<file path="config.mk">
export PLATFORM = sky130hd
export DESIGN_NAME = uart_rx_param
export DESIGN_NICKNAME = d
export VERILOG_FILES = /design/src/rtl/uart_rx_param.sv
export SDC_FILE = /design/constraint.sdc
export NUM_CORES = 1
export LEC_CHECK = 0
export BUFFER_PORTS_ARGS = -buffer_cell sky130_fd_sc_hd__buf_2
export CAP_MARGIN = 25
export CORE_MARGIN = 3
export CORE_UTILIZATION = 61
export DETAILED_ROUTE_END_ITERATION = 10
export GPL_TIMING_DRIVEN = 0
export PLACE_DENSITY_LB_ADDON = 0.25
export SLEW_MARGIN = 15
export SYNTH_ARGS = -nofsm -noshare
export SYNTH_HDL_FRONTEND = slang
export SYNTH_SLANG_ARGS = --single-unit
</file>
<file path="constraint.sdc">
create_clock -name clk -period 3.1 [get_ports clk]
set_clock_uncertainty 0.15 [all_clocks]
set_input_delay 0.31 -clock clk [delete_from_list [all_inputs] [get_ports clk]]
set_output_delay 0.31 -clock clk [all_outputs]
set_load 0.03 [all_outputs]
</file>
<file path="src/rtl/uart_rx_param.sv">
// uart_rx_param: oversampling UART receiver with optional parity, a single holding register and a sticky overrun flag
module uart_rx_param #(
   parameter int DATA_BITS  = 8,
   parameter int OVERSAMPLE = 16,
   parameter int PARITY     = 0
) (
   input  logic                 clk,
   input  logic                 rst,
   input  logic                 RxD,
   input  logic                 Baud,
   input  logic                 rd_rx,
   output logic [DATA_BITS-1:0] RxD_data,
   output logic                 RDA,
   output logic                 frame_err,
   output logic                 parity_err,
   output logic                 overrun
);
   localparam int CW = $clog2(OVERSAMPLE) + 1;
   localparam int BW = $clog2(DATA_BITS + 1);
   typedef enum logic [2:0] {IDLE, START, DATA, PAR, STOP} state_t;
   state_t               state, state_nx;
   logic                 rx_s1, rx_s2, rx_prev;
   logic [CW-1:0]        cnt;
   logic [BW-1:0]        bits;
   logic [DATA_BITS-1:0] sh;
   logic                 par_flag, hit, fall, done, last_bit;

   // two-flop synchronizer plus one delayed copy so a start needs a real high-to-low transition
   always_ff @(posedge clk or posedge rst)
      if (rst) {rx_s1, rx_s2, rx_prev} <= 3'b111;
      else     {rx_s1, rx_s2, rx_prev} <= {RxD, rx_s1, rx_s2};

   // state register
   always_ff @(posedge clk or posedge rst)
      if (rst) state <= IDLE;
      else     state <= state_nx;

   // next-state logic; the parity state exists only when parity is enabled
   always_comb begin
      state_nx = state;
      case (state)
         IDLE:    state_nx = fall ? START : IDLE;
         START:   state_nx = hit ? (rx_s2 ? IDLE : DATA) : START;
         DATA:    state_nx = (hit && last_bit) ? ((PARITY != 0) ? PAR : STOP) : DATA;
         PAR:     state_nx = hit ? STOP : PAR;
         STOP:    state_nx = hit ? IDLE : STOP;
         default: state_nx = IDLE;
      endcase
   end

   // sample strobe lands mid-bit: half a bit after the start edge, then every full bit
   always_comb begin
      fall     = rx_prev & ~rx_s2;
      hit      = Baud && (cnt + 1'b1 == ((state == START) ? CW'(OVERSAMPLE / 2) : CW'(OVERSAMPLE)));
      last_bit = bits == BW'(DATA_BITS - 1);
      done     = (state == STOP) && hit;
   end

   // tick counter, bit counter, shift register and parity check
   always_ff @(posedge clk or posedge rst)
      if (rst) begin
         cnt      <= '0;
         bits     <= '0;
         sh       <= '0;
         par_flag <= 1'b0;
      end else begin
         cnt <= (state == IDLE || hit) ? '0 : cnt + CW'(Baud);
         if (state == IDLE) begin
            bits     <= '0;
            par_flag <= 1'b0;
         end
         if (state == DATA && hit) begin
            sh   <= {rx_s2, sh[DATA_BITS-1:1]};
            bits <= bits + 1'b1;
         end
         if (state == PAR && hit) par_flag <= ^{sh, rx_s2, 1'(PARITY == 2)};
      end

   // holding register: a completed frame loads when the register is free or being read this clk, otherwise it is dropped
   always_ff @(posedge clk or posedge rst)
      if (rst) begin
         RxD_data   <= '0;
         RDA        <= 1'b0;
         frame_err  <= 1'b0;
         parity_err <= 1'b0;
         overrun    <= 1'b0;
      end else begin
         if (done && (!RDA || rd_rx)) begin
            RxD_data   <= sh;
            frame_err  <= ~rx_s2;
            parity_err <= (PARITY != 0) && par_flag;
            RDA        <= 1'b1;
         end else if (rd_rx && RDA) RDA <= 1'b0;
         if (done && RDA && !rd_rx) overrun <= 1'b1;
         else if (rd_rx && RDA && !done) overrun <= 1'b0;
      end
endmodule

</file>
==> run_results.csv <==
group,metric,value,unit
timing,rsz0062_at_grt,"false",
detailed_routing,post_drt_wl_per_cell,15.4,µm
detailed_routing,num_vias,1101,
timing,fin_crit,2.07,ns
timing,finalHoldViolations,0,
cells_and_area,multi_input_area,676,µm²
timing,tightest_slew,0.993,ns
clock_tree,h-tree-depth,2,
yosys,ys.flop_type,"dfrtp_1",
yosys,syn_area,1600,µm²
clock_tree,cts_setup_buffers,0,
global_routing,gr-total-overflow,0,
clock_tree,cts_tree,"built",
yosys,synth_fa_ha_area_share,2.35,%
timing,totalNegativeSetupSlack,0,ns
timing,finalMaxSlewViolations,0,
yosys,ys_ff_latch,34,
cells_and_area,regArea,855,µm²
setup_path,critical_path_arrival,2.13,ns
floorplan,io_pins,17,
yosys,synth_cell_types,41,
clock_tree,clock_path_buffers,2,
yosys,syn-num-nets,138,
detailed_routing,post-route-drc-count,0,
place,io_buffers,15,
cells_and_area,antenna_cells,0,
timing,max_slew_margin,32.9,%
yosys,synth_top_family_by_area,"simple AND/OR/NAND/NOR gates",
worst_hold_path,hold_class,"primary input to flop",
clock_tree,ctsHoldBuffers,2,
place,dpl.hpwl,2020,µm
yosys,syn_avg_cell_area,12.3,µm²
timing,setup_viol,0,
yosys,synth_top_area_cell,"dfrtp_1",
global_routing,grt_pass1_wl,4960,µm
floorplan,fp.dieH,57.2,µm
yosys,ys_top_cells_by_area,"dfrtp_1 (48%), mux2_2 (12%), dfstp_2 (4.9%)",
cells_and_area,final_area,1810,µm²
yosys,synthSimpleGateAreaFrac,13.7,%
setup_path,endpoint_kind,"flop",
floorplan,design.core.area,2340,µm²
setup_path,crit_type,"flop to flop",
yosys,netlist.area_leader.share,48.5,%
yosys,synth_compound_area_share,12.4,%
yosys,synth_edf_count,0,
yosys,async_reset_ff_share,100,%
detailed_routing,antenna_left,0,
place,gp_congestion,0.830,
clock_tree,cts_sinks,34,
clock_tree,cts_resized,0,
clock_tree,numCtsBuffers,5,
place,place_area,1710,µm²
setup_path,cp-start-kind,"flop",
flow_run,maxCapViolCount,0,
power_and_ir_drop,leakage,0.892,nW
floorplan,initial_core_util,68.4,%
yosys,synth-xor-area-share,1.64,%
yosys,yosysWarnings,0,
timing,fin_crit_sh,66.8,%
detailed_routing,dr.first_iter.drc_count,35,
cells_and_area,fin_nets,162,
timing,fmax,483,MHz
power_and_ir_drop,p_per_area,599,nW/µm²
yosys,ys_seq_area_share,53.4,%
setup_path,worstPathMaxFanout,9,
floorplan,die-area,3270,µm²
cells_and_area,areaGrowthSynthToFinish,12.8,%
global_routing,grt_pass1_vias,1075,
global_routing,grt.total_usage,19.7,%
yosys,synth_mux_area_share,12.0,%
clock_tree,clk_latency,0.32,ns
setup_path,cp.required,3.16,ns
global_routing,antenna_found_initial,0,
detailed_routing,post_drt_via_cell_ratio,6.02,
clock_tree,path_clk_slew,0.10,ns
detailed_routing,dr.pass1.iters,4,
global_routing,grt_max_degree,35,
floorplan,rows,17,
status,status,"finished clean",
power_and_ir_drop,peakVddDrop,506,µV
cells_and_area,drive_gt1_share,35.5,%
floorplan,die_x,57.2,µm
cells_and_area,num-fill-cells,150,
detailed_routing,drt_wl_total,2810,µm
yosys,synth_cells,130,
clock_tree,cts.root.buffer_cell,"clkbuf_4",
-- cell usage after synthesis, types with 2 or more instances --
library cell / instances
a31oi_1: 2
buf_2: 5
a21boi_0: 2
o311ai_0: 2
dfstp_2: 3
ha_1: 3
mux2_2: 17
a21oi_1: 4
clkbuf_1: 3
dfrtp_1: 31
xnor2_1: 2
o211ai_1: 3
nand3_1: 6
and4b_1: 2
o21ai_0: 4
a31o_2: 2
nand2_1: 3
nor2b_1: 2
inv_1: 7
nor2_1: 3
nand4_1: 4
-- layout by cell type (no fill, tap or decap), drive strengths merged, types with 3 or more instances in the layout --
| cell type | Yosys | routed |
|---|---|---|
| a21oi | 4 | 4 |
| buf | 6 | 21 |
| clkbuf | 3 | 10 |
| dfrtp | 31 | 31 |
| dfstp | 3 | 3 |
| ha | 3 | 3 |
| inv | 7 | 7 |
| mux2 | 17 | 17 |
| nand2 | 4 | 4 |
| nand3 | 6 | 6 |
| nand4 | 4 | 4 |
| nor2 | 3 | 3 |
| o211ai | 3 | 3 |
| o21ai | 4 | 4 |
-- worst paths after layout --
kind / from / endpoint / slack (ns) / depth (start not counted)
setup / recovery: state[1]$_DFF_PP0_ / RxD_data[6]$_DFFE_PP0P_ / 1.03 / 3
hold / removal: rd_rx / overrun$_DFFE_PP0P_ / 0.13 / 3
setup reg to reg: state[1]$_DFF_PP0_ / RxD_data[6]$_DFFE_PP0P_ / 1.03 / 3
hold reg to reg: rx_s1$_DFF_PP1_ / rx_s2$_DFF_PP1_ / 0.21 / 0
max in group asynchronous: rst / cnt[4]$_DFF_PP0_ / 1.88 / 3
min in group asynchronous: rst / frame_err$_DFFE_PP0P_ / 0.48 / 3
-- final cells by class --
cell class / count / share of cell area [%]
Buffer: 9 / 2.43
Clock buffer: 7 / 2.49
Clock inverter: 1 / 1.66
Inverter: 7 / 1.46
Multi-Input combinational cell: 80 / 37.4
Sequential cell: 34 / 47.3
Tap cell: 28 / 1.94
Timing Repair Buffer: 17 / 5.27
-- report_power, final --
group          total (mW)  internal (mW)  switching (mW)
registers           0.518          0.481          0.0368
logic               0.255         0.0962           0.159
clock network       0.309          0.171           0.138
-- metrics by stage --
stage          cells  hold slack [ns]  utilization, %  power (mW)  worst slack, ns
6_report         183            0.129            77.2        1.08             1.03
5_1_grt          183            0.114            77.2        1.16            0.845
4_1_cts          183            0.117            77.2        1.09             1.01
3_5_place_dp     173            0.204            73.1       0.779             1.02
3_3_place_gp     173            0.197            73.1       0.765             1.10
2_1_floorplan    130            0.164               -       0.717             1.31
-- sequential cells by signal, indices dropped and copies added (netlist names) --
name	flops
rx_prev	1
RDA	1
overrun	1
rx_s2	1
state	3
rx_s1	1
bits	4
frame_err	1
cnt	5
RxD_data	8
sh	8
-- worst max-delay path, cell delays in order, from the launching register on --
cell     delay [ns]
dfrtp_1        0.44
nor3b_2        0.35
nor4b_4        0.61
mux2_2         0.41
-- logic make-up after synthesis --
kind of cell,after synthesis
other cells,1
fa+ha+maj,3
buf+inv,16
mux,17
simple gates,29
compound gates,27
xor+xnor,3
flops,34
-- layer usage --
metal,share of wire [%],wire (µm),vias up,GRT usage [%]
met3,4.2,117,4,6.79
met5,0,0,-,0
met4,0.64,18,0,4.97
li1,-,-,531,-
met1,43,1200,538,25.2
met2,52,1470,28,32.3
Note: power is estimated with default switching activity, not from simulation.
